**src/rtl/ld_pattern_engine.sv**
```systemverilog
// LED pattern engine: a prescaled tick steps an LED vector through rotate, fill,
// bounce and invert patterns, with a synchronous load and a tick counter.
module ld_pattern_engine #(
    parameter int WIDTH = 8,
    parameter int DIV_W = 16
) (
    input  logic             clk,
    input  logic             arst,
    input  logic             en_i,
    input  logic [2:0]       mode_i,
    input  logic [DIV_W-1:0] div_i,
    input  logic             load_i,
    input  logic [WIDTH-1:0] pat_in_i,
    output logic [WIDTH-1:0] leds_o,
    output logic             dir_o,
    output logic             step_o,
    output logic [7:0]       steps_o
);

    typedef enum logic [2:0] {
        MODE_HOLD   = 3'd0,
        MODE_ROTL   = 3'd1,
        MODE_ROTR   = 3'd2,
        MODE_FILL   = 3'd3,
        MODE_BOUNCE = 3'd4,
        MODE_INVERT = 3'd5
    } mode_e;

    typedef enum logic {
        LEFT  = 1'b0,
        RIGHT = 1'b1
    } dir_e;

    localparam logic [DIV_W-1:0] CNT_ONE = {{(DIV_W-1){1'b0}}, 1'b1};
    localparam logic [WIDTH-1:0] LED_ONE = {{(WIDTH-1){1'b0}}, 1'b1};

    logic [DIV_W-1:0] cnt_q, cnt_d;
    logic [WIDTH-1:0] leds_q, leds_d;
    dir_e             dir_q, dir_d;
    logic             step_q, step_d;
    logic [7:0]       steps_q, steps_d;

    logic             tick;
    logic [WIDTH-1:0] bnc_leds;
    dir_e             bnc_dir;

    assign tick = en_i && (cnt_q == div_i);

    // Bounce FSM next state; an all-zero pattern reseeds at bit 0 heading left.
    always_comb begin
        bnc_leds = leds_q;
        bnc_dir  = dir_q;
        if (leds_q == '0) begin
            bnc_leds = LED_ONE;
            bnc_dir  = LEFT;
        end else begin
            case (dir_q)
                LEFT: begin
                    if (leds_q[WIDTH-1]) begin
                        bnc_dir  = RIGHT;
                        bnc_leds = leds_q >> 1;
                    end else begin
                        bnc_leds = leds_q << 1;
                    end
                end
                RIGHT: begin
                    if (leds_q[0]) begin
                        bnc_dir  = LEFT;
                        bnc_leds = leds_q << 1;
                    end else begin
                        bnc_leds = leds_q >> 1;
                    end
                end
                default: begin
                    bnc_dir  = LEFT;
                    bnc_leds = leds_q;
                end
            endcase
        end
    end

    // Load wins over tick; a counter above a lowered div wraps naturally to meet it.
    always_comb begin
        cnt_d   = cnt_q;
        leds_d  = leds_q;
        dir_d   = dir_q;
        step_d  = 1'b0;
        steps_d = steps_q;
        if (load_i) begin
            cnt_d   = '0;
            leds_d  = pat_in_i;
            dir_d   = LEFT;
            steps_d = '0;
        end else begin
            if (!en_i || tick) begin
                cnt_d = '0;
            end else begin
                cnt_d = cnt_q + CNT_ONE;
            end
            if (tick) begin
                step_d  = 1'b1;
                steps_d = steps_q + 8'd1;
                case (mode_e'(mode_i))
                    MODE_ROTL:   leds_d = {leds_q[WIDTH-2:0], leds_q[WIDTH-1]};
                    MODE_ROTR:   leds_d = {leds_q[0], leds_q[WIDTH-1:1]};
                    MODE_FILL:   leds_d = {leds_q[WIDTH-2:0], 1'b1};
                    MODE_BOUNCE: begin
                        leds_d = bnc_leds;
                        dir_d  = bnc_dir;
                    end
                    MODE_INVERT: leds_d = ~leds_q;
                    default:     leds_d = leds_q;
                endcase
            end
        end
    end

    always_ff @(posedge clk or posedge arst) begin
        if (arst) begin
            cnt_q   <= '0;
            leds_q  <= '0;
            dir_q   <= LEFT;
            step_q  <= 1'b0;
            steps_q <= '0;
        end else begin
            cnt_q   <= cnt_d;
            leds_q  <= leds_d;
            dir_q   <= dir_d;
            step_q  <= step_d;
            steps_q <= steps_d;
        end
    end

    assign leds_o  = leds_q;
    assign dir_o   = dir_q;
    assign step_o  = step_q;
    assign steps_o = steps_q;

endmodule

```
**config.mk**
```make
export PLATFORM = sky130hd
export DESIGN_NAME = ld_pattern_engine
export DESIGN_NICKNAME = d
export VERILOG_FILES = /design/src/rtl/ld_pattern_engine.sv
export SDC_FILE = /design/constraint.sdc
export NUM_CORES = 1
export LEC_CHECK = 0
export CAP_MARGIN = 15
export CELL_PAD_IN_SITES_DETAIL_PLACEMENT = 1
export CELL_PAD_IN_SITES_GLOBAL_PLACEMENT = 1
export CORE_MARGIN = 3
export CORE_UTILIZATION = 42
export CTS_BUF_LIST = sky130_fd_sc_hd__clkbuf_4 sky130_fd_sc_hd__clkbuf_8 sky130_fd_sc_hd__clkbuf_16
export DETAILED_ROUTE_END_ITERATION = 10
export GPL_ROUTABILITY_DRIVEN = 0
export PLACE_DENSITY = 0.85
export SLEW_MARGIN = 20
export SYNTH_ARGS = -nofsm -noshare
export SYNTH_HDL_FRONTEND = slang
export SYNTH_SLANG_ARGS = --single-unit
```
**constraint.sdc**
```tcl
create_clock -name clk -period 5 [get_ports clk]
set_input_delay 0.75 -clock clk [delete_from_list [all_inputs] [get_ports clk]]
set_output_delay 0.75 -clock clk [all_outputs]
set_load 0.05 [all_outputs]
```
==> metrics.csv <==
stage,metric,value,unit
floorplan,pin_count,49,
global_routing,met2_usage,0.3883,
setup_path,crit_start,div_i[0],
timing,skew,5.922,ps
place,dp_hpwl,4.985,mm
logic_synthesis,synth_common_cells,"34 x dfrtp_1, 29 x nor2_1, 22 x xor2_1",
drt,drtPass1Iterations,4,
timing,timing.fmax,365.7,MHz
logic_synthesis,synth_seq_cells,34,
drt,wl_per_cell,18.29,um
layout,drive_gt1_frac,0.1410,
logic_synthesis,synthFlopType,dfrtp_1,
layout,num_antenna_cells,0,
layout,syn_to_final_growth,26.35,%
timing,tightest_slew,677.6,ps
logic_synthesis,synth_warnings,0,
timing,maxSlewHeadroom,0.5478,
pwr,ir_worst_vdd,0.1272,mV
setup_path,crit_fanout,18,
layout,fillers,620,
global_routing,grt_pass1_vias,2295,
clock_tree,hold_buffers,0,
drt,ant_nets,0,
drt,via_per_inst,5.845,
clock_tree,clockBufferDepth,2,
setup_path,worstRegToRegCells,5,
setup_path,cp-end-kind,flop,
setup_path,crit_type,primary input to flop,
clock_tree,numCtsBuffers,5,
logic_synthesis,synthCells,259,
clock_tree,cts_resized,0,
floorplan,start_util,0.4497,
logic_synthesis,syn_nets,292,
clock_tree,cts_tree,built,
layout,instances_no_fill,375,
logic_synthesis,synth_edf_count,0,
clock_tree,cts_root_buf,clkbuf_8,
timing,setup_viol_count_final,0,
flow_run,maxCapViolCount,0,
pwr,p_total,0.7396,mW
pwr,power.density,247.0,nW/um2
global_routing,grt_max_degree,35,
clock_tree,path_clk_slew,70,ps
timing,slew_violations,0,
global_routing,grt_overflow,0,
setup_path,start_kind,primary input,
timing,layout_worst_path_cycle_share,0.5470,
layout,fin_nets,337,
timing,rsz0062_at_grt,no,
clock_tree,post_cts_buffers,0,
global_routing,grt_pass1_wl,11.58,mm
drt,num_vias,2192,
floorplan,core_area,5270,um2
timing,final.setup.tns,0,ps
worst_hold_path,min_from,steps_o[7]$_DFFE_PP0P_,
floorplan,die_y,81.12,um
setup_path,crit_end,leds_o[3]$_DFFE_PP0P_,
clock_tree,h-tree-depth,2,
setup_path,r2r_end,leds_o[3]$_DFFE_PP0P_,
timing,whs,553.2,ps
logic_synthesis,synthTopCellsByArea,"dfrtp_1 36%, xor2_1 8.1%, nor2_1 4.6%, mux2_4 4.4%, nor4_2 3.2%",
place,io_buffers,48,
logic_synthesis,yosysTopAreaCell,dfrtp_1,
global_routing,antenna_found_initial,0,
logic_synthesis,synth.most_common_cell,dfrtp_1,
drt,routed_wl,6.859,mm
setup_path,arrival,2910,ps
place,dp.cells,367,
global_routing,grt_usage,0.2308,
logic_synthesis,ys_seq_area_frac,0.3590,
floorplan,rows,26,
global_routing,met1_usage,0.2957,
floorplan,die-area,6580,um2
status,status,"finished, final reports clean",
setup_path,r2r_setup_slack,2700,ps
logic_synthesis,synth_async_sr_flop_share,1.000,
setup_path,required,5180,ps
floorplan,die_x,81.12,um
drt,drt_iter0_drc,125,
global_routing,gr-usage-met3,0.04213,
worst_hold_path,hold_path.class,flop to flop,
logic_synthesis,avgSynthCellArea,9.150,um2
global_routing,grt.busiest_layer,met2,
drt,drc_errors,0,
logic_synthesis,syn_area,2370,um2
timing,hold_viol,0,
pwr,p_leak,1.201,nW
clock_tree,cts_sinks,34,
setup_path,r2r_start,cnt_q[0]$_DFF_PP0_,
timing,finalCriticalPeriod,2735,ps
clock_tree,clock_latency,300,ps
logic_synthesis,synth_top_area_frac,0.3590,
logic_synthesis,yosysUniqueCellTypes,46,
-- through the flow --
step	util	worst slack, ps	area [um2]
global placement	0.5501	1962	2899
detailed placement	0.5501	1947	2899
floorplan	-	2739	2370
global route	0.5681	2079	2994
finish	0.5681	2265	2994
CTS	0.5681	2257	2994
-- cell families (layout without fill, tap and decap cells) --
group | count (synthesis) | after routing | share of synthesized area
DFF | 34 | 34 | 0.3590
muxes | 9 | 9 | 0.05385
xor gates and xnor gates | 31 | 31 | 0.1177
AOI/OAI and AO/OA | 64 | 64 | 0.1911
buffers and inverters | 21 | 67 | 0.03696
and+or+nand+nor | 98 | 98 | 0.2307
adders and majority gates | 2 | 2 | 0.01056
-- where the power goes --
group	leakage [nW]	internal, mW	switching [mW]
sequential	0.455	0.287	0.0333
clock	0.0517	0.117	0.107
combinational	0.694	0.0875	0.109
-- state kept, by name, summed over array words and instances, names as in the netlist --
signal / count
cnt_q: 16
steps_o: 8
step_o: 1
leds_o: 8
dir_o: 1
-- metal layers --
metal	share of wire	routed length (um)	up-vias
met5	0	0	-
met1	0.45	3105	1090
met4	0.015	101	0
met2	0.49	3360	53
li1	-	-	1040
met3	0.042	291	9
-- worst max-delay path: stages --
cell	delay [ps]
clkdlybuf4s50_1	450
xor2_2	190
nor4_2	420
nand4_4	310
o21ai_4	440
mux2_4	340
-- layout by cell type, fill, tap and decap left out, drive strengths merged, types with 9 or more instances in the layout --
cell type,n
nand3,11
mux2,9
clkdlybuf4s50,48
a21oi,11
nand2,16
nor2,29
xor2,23
dfrtp,34
o21ai,15
inv,9
-- worst min-delay path by stage --
stage                                   to  depth (start not counted)  slack (ps)
floorplan              cnt_q[15]$_DFF_PP0_                          2         530
global placement    steps_o[7]$_DFFE_PP0P_                          2         540
detailed placement  steps_o[7]$_DFFE_PP0P_                          2         550
CTS                 steps_o[7]$_DFFE_PP0P_                          2         560
global route           cnt_q[15]$_DFF_PP0_                          2         620
finish              steps_o[7]$_DFFE_PP0P_                          2         550
-- cell type report --
| class | instances | area (um2) | share of cell area |
|---|---|---|---|
| repair buffers | 50 | 495.5 | 0.1655 |
| multi-input cells | 204 | 1431 | 0.4781 |
| clock inverters | 1 | 5.005 | 0.001672 |
| inverters | 9 | 33.78 | 0.01128 |
| clock buffers | 7 | 90.09 | 0.03009 |
| well taps | 70 | 87.58 | 0.02925 |
| flip-flops and latches | 34 | 850.8 | 0.2842 |
No activity file was read; power rests on OpenSTA's default activity.
==> patch (same settings) <==
The output `step_o` loses its register stage (`step_q` becomes a continuous assignment).
--- a/src/rtl/ld_pattern_engine.sv
+++ b/src/rtl/ld_pattern_engine.sv
@@ -120,16 +120,16 @@
             cnt_q   <= '0;
             leds_q  <= '0;
             dir_q   <= LEFT;
-            step_q  <= 1'b0;
             steps_q <= '0;
         end else begin
             cnt_q   <= cnt_d;
             leds_q  <= leds_d;
             dir_q   <= dir_d;
-            step_q  <= step_d;
             steps_q <= steps_d;
         end
     end
+
+    assign step_q = step_d;
 
     assign leds_o  = leds_q;
     assign dir_o   = dir_q;
Function: changed (a bounded check fails within 4 cycles, from zero or initial values and one cycle with arst high).
==> patch against the original RTL <==
Critical path depth increased by 1. Final area decreased by 1.7%. Die area decreased by 1.5%. Power decreased by 13%. Sequential cell count decreased by 1. Maximum frequency decreased by 31%. Area after synthesis decreased by 1.6%. Utilization decreased by 0.63 points. Wire length increased by 5.0%. Worst setup slack got worse by 1.3 ns. Sequential power decreased by 9.7%. Largest cell class unchanged. Register-to-register slack got worse by 0.12 ns.
==> patch: results (changes against the original RTL) <==
| Metric | Value |
|---|---|
| Top delay family on crit path | buffers and inverters (was simple AND/OR/NAND/NOR gates) |
| Net Count, Synth | 310 (was 292) |
| Initial drt markers | 195 (was 125) |
| Mux share of post-synthesis cell area | 1.93% (was 5.39%) |
| Post-synthesis compound-gate area fraction | 18.0% (was 19.1%) |
| Critical Path AT | 3.24 ns (was 2.91 ns) |
| Part of the Yosys area used for sequential elements | 35.4% (was 35.9%) |
| Int Pwr | 452 uW (was 491 uW) |
| Met3 Use GR | 3.14% (was 4.21%) |
| Clk_skew | 0.00763 ns (was 0.00592 ns) |
| Global Route Usage Sum | 23.4% (was 23.1%) |
| VDD IR max | 0.138 mV (was 0.127 mV) |
| Max cap viols | 0 (unchanged) |
| Routed vias | 2285 (was 2192) |
| Seq power | 289 uW (was 320 uW) |
| Layout cell share with drive strength beyond 1 | 5.97% (was 14.1%) |
| Hpwl dp | 5.06 mm (was 4.98 mm) |
| Synth area leaders | dfrtp_1 (35%), xor2_1 (8.3%), nand3_1 (4.3%) (was dfrtp_1 (36%), xor2_1 (8.1%), nor2_1 (4.6%)) |
| Met2 Use GR | 37.9% (was 38.8%) |
| Nets | 350 (was 337) |
| Vias in the first global route | 2331 (was 2295) |
| Adder-cell share of the synthesized area | 1.07% (was 1.06%) |
| Leak | 0.00118 uW (was 0.00120 uW) |
| Largest net degree at the start of global routing | 34 (was 35) |
| Post-place setup slack | 0.989 ns (was 1.95 ns) |
| Met1 usage | 31.9% (was 29.6%) |
| Ys flop type | dfrtp_1 (unchanged) |
| Slew margin rel. | 57.2% (was 54.8%) |
| Post-Synth XOR/XNOR Area | 11.3% (was 11.8%) |
| Status | finished clean (unchanged) |
| Crit path max fanout | 21 (was 18) |
| First-pass GRT wire length | 11.7 mm (was 11.6 mm) |
| Worst hold path type | flop to flop (unchanged) |
| Fillers | 639 (was 620) |
| Reg clk slew, reported paths | 0.07 ns (about the same) |
| Synth unique cells | 48 (was 46) |
| Num CTS Buffers | 5 (unchanged) |
| Largest stage delay, worst path | 0.84 ns (was 0.45 ns) |
| Top post-synthesis cells by count | dfrtp_1 (33), nor2_1 (26), nand2_1 (24) (was dfrtp_1 (34), nor2_1 (29), xor2_1 (22)) |
-- patch: changes by cell type after synthesis, sizes merged, moves of 4 or more --
cell     change
a31oi        -4
and2         +4
mux2         -5
nand2        +8
nand3       +10
nor3b        +5
o2111ai      +4
o211ai      +10
o311ai       -4
or2          -4
-- patch: cell families (layout without fill, tap and decap cells) --
logic type	Yosys count	count (layout)
muxes	4	4
adders and majority gates	2	2
and+or+nand+nor	125	125
buffers and inverters	25	66
DFF	33	33
xor gates and xnor gates	30	30
AOI/OAI and AO/OA	58	58
-- patch: path summary, 6_finish.rpt --
path / startpoint / to / slack (ns) / cells past startpoint
max in group asynchronous: arst / steps_o[7] / 3.80 / 3
setup reg to reg: cnt_q[7] / steps_o[7] / 2.58 / 6
hold reg to reg: cnt_q[15] / cnt_q[15] / 0.59 / 2
hold / removal: cnt_q[15] / cnt_q[15] / 0.59 / 2
setup / recovery: div_i[7] / step_o / 1.01 / 7
min in group asynchronous: arst / cnt_q[3] / 0.87 / 3
-- patch: metrics by stage --
step                      cells  hold slack [ns]  total power (uW)  utilization, %  instance area [um2]
after floorplan             277            0.517               367               -                 2330
after global placement      380            0.551               421            54.3                 2840
after detailed placement    380            0.574               424            54.3                 2840
after CTS                   388            0.591               650            56.2                 2940
after global routing        388            0.627               677            56.2                 2940
final                       388            0.591               647            56.2                 2940
-- patch: routing by layer --
layer  routed length (um)  part of all wire, %
met3                  243                  3.4
met1                 3300                   46
met2                 3510                   49
met5                    0                    0
met4                  154                  2.1
-- patch: layout make-up --
type | count | area share [%]
repair buffers | 51 | 17.1
multi-input cells | 219 | 47.5
flip-flops and latches | 33 | 28.1
well taps | 70 | 2.98
clock inverters | 1 | 0.170
inverters | 7 | 0.893
clock buffers | 7 | 3.27
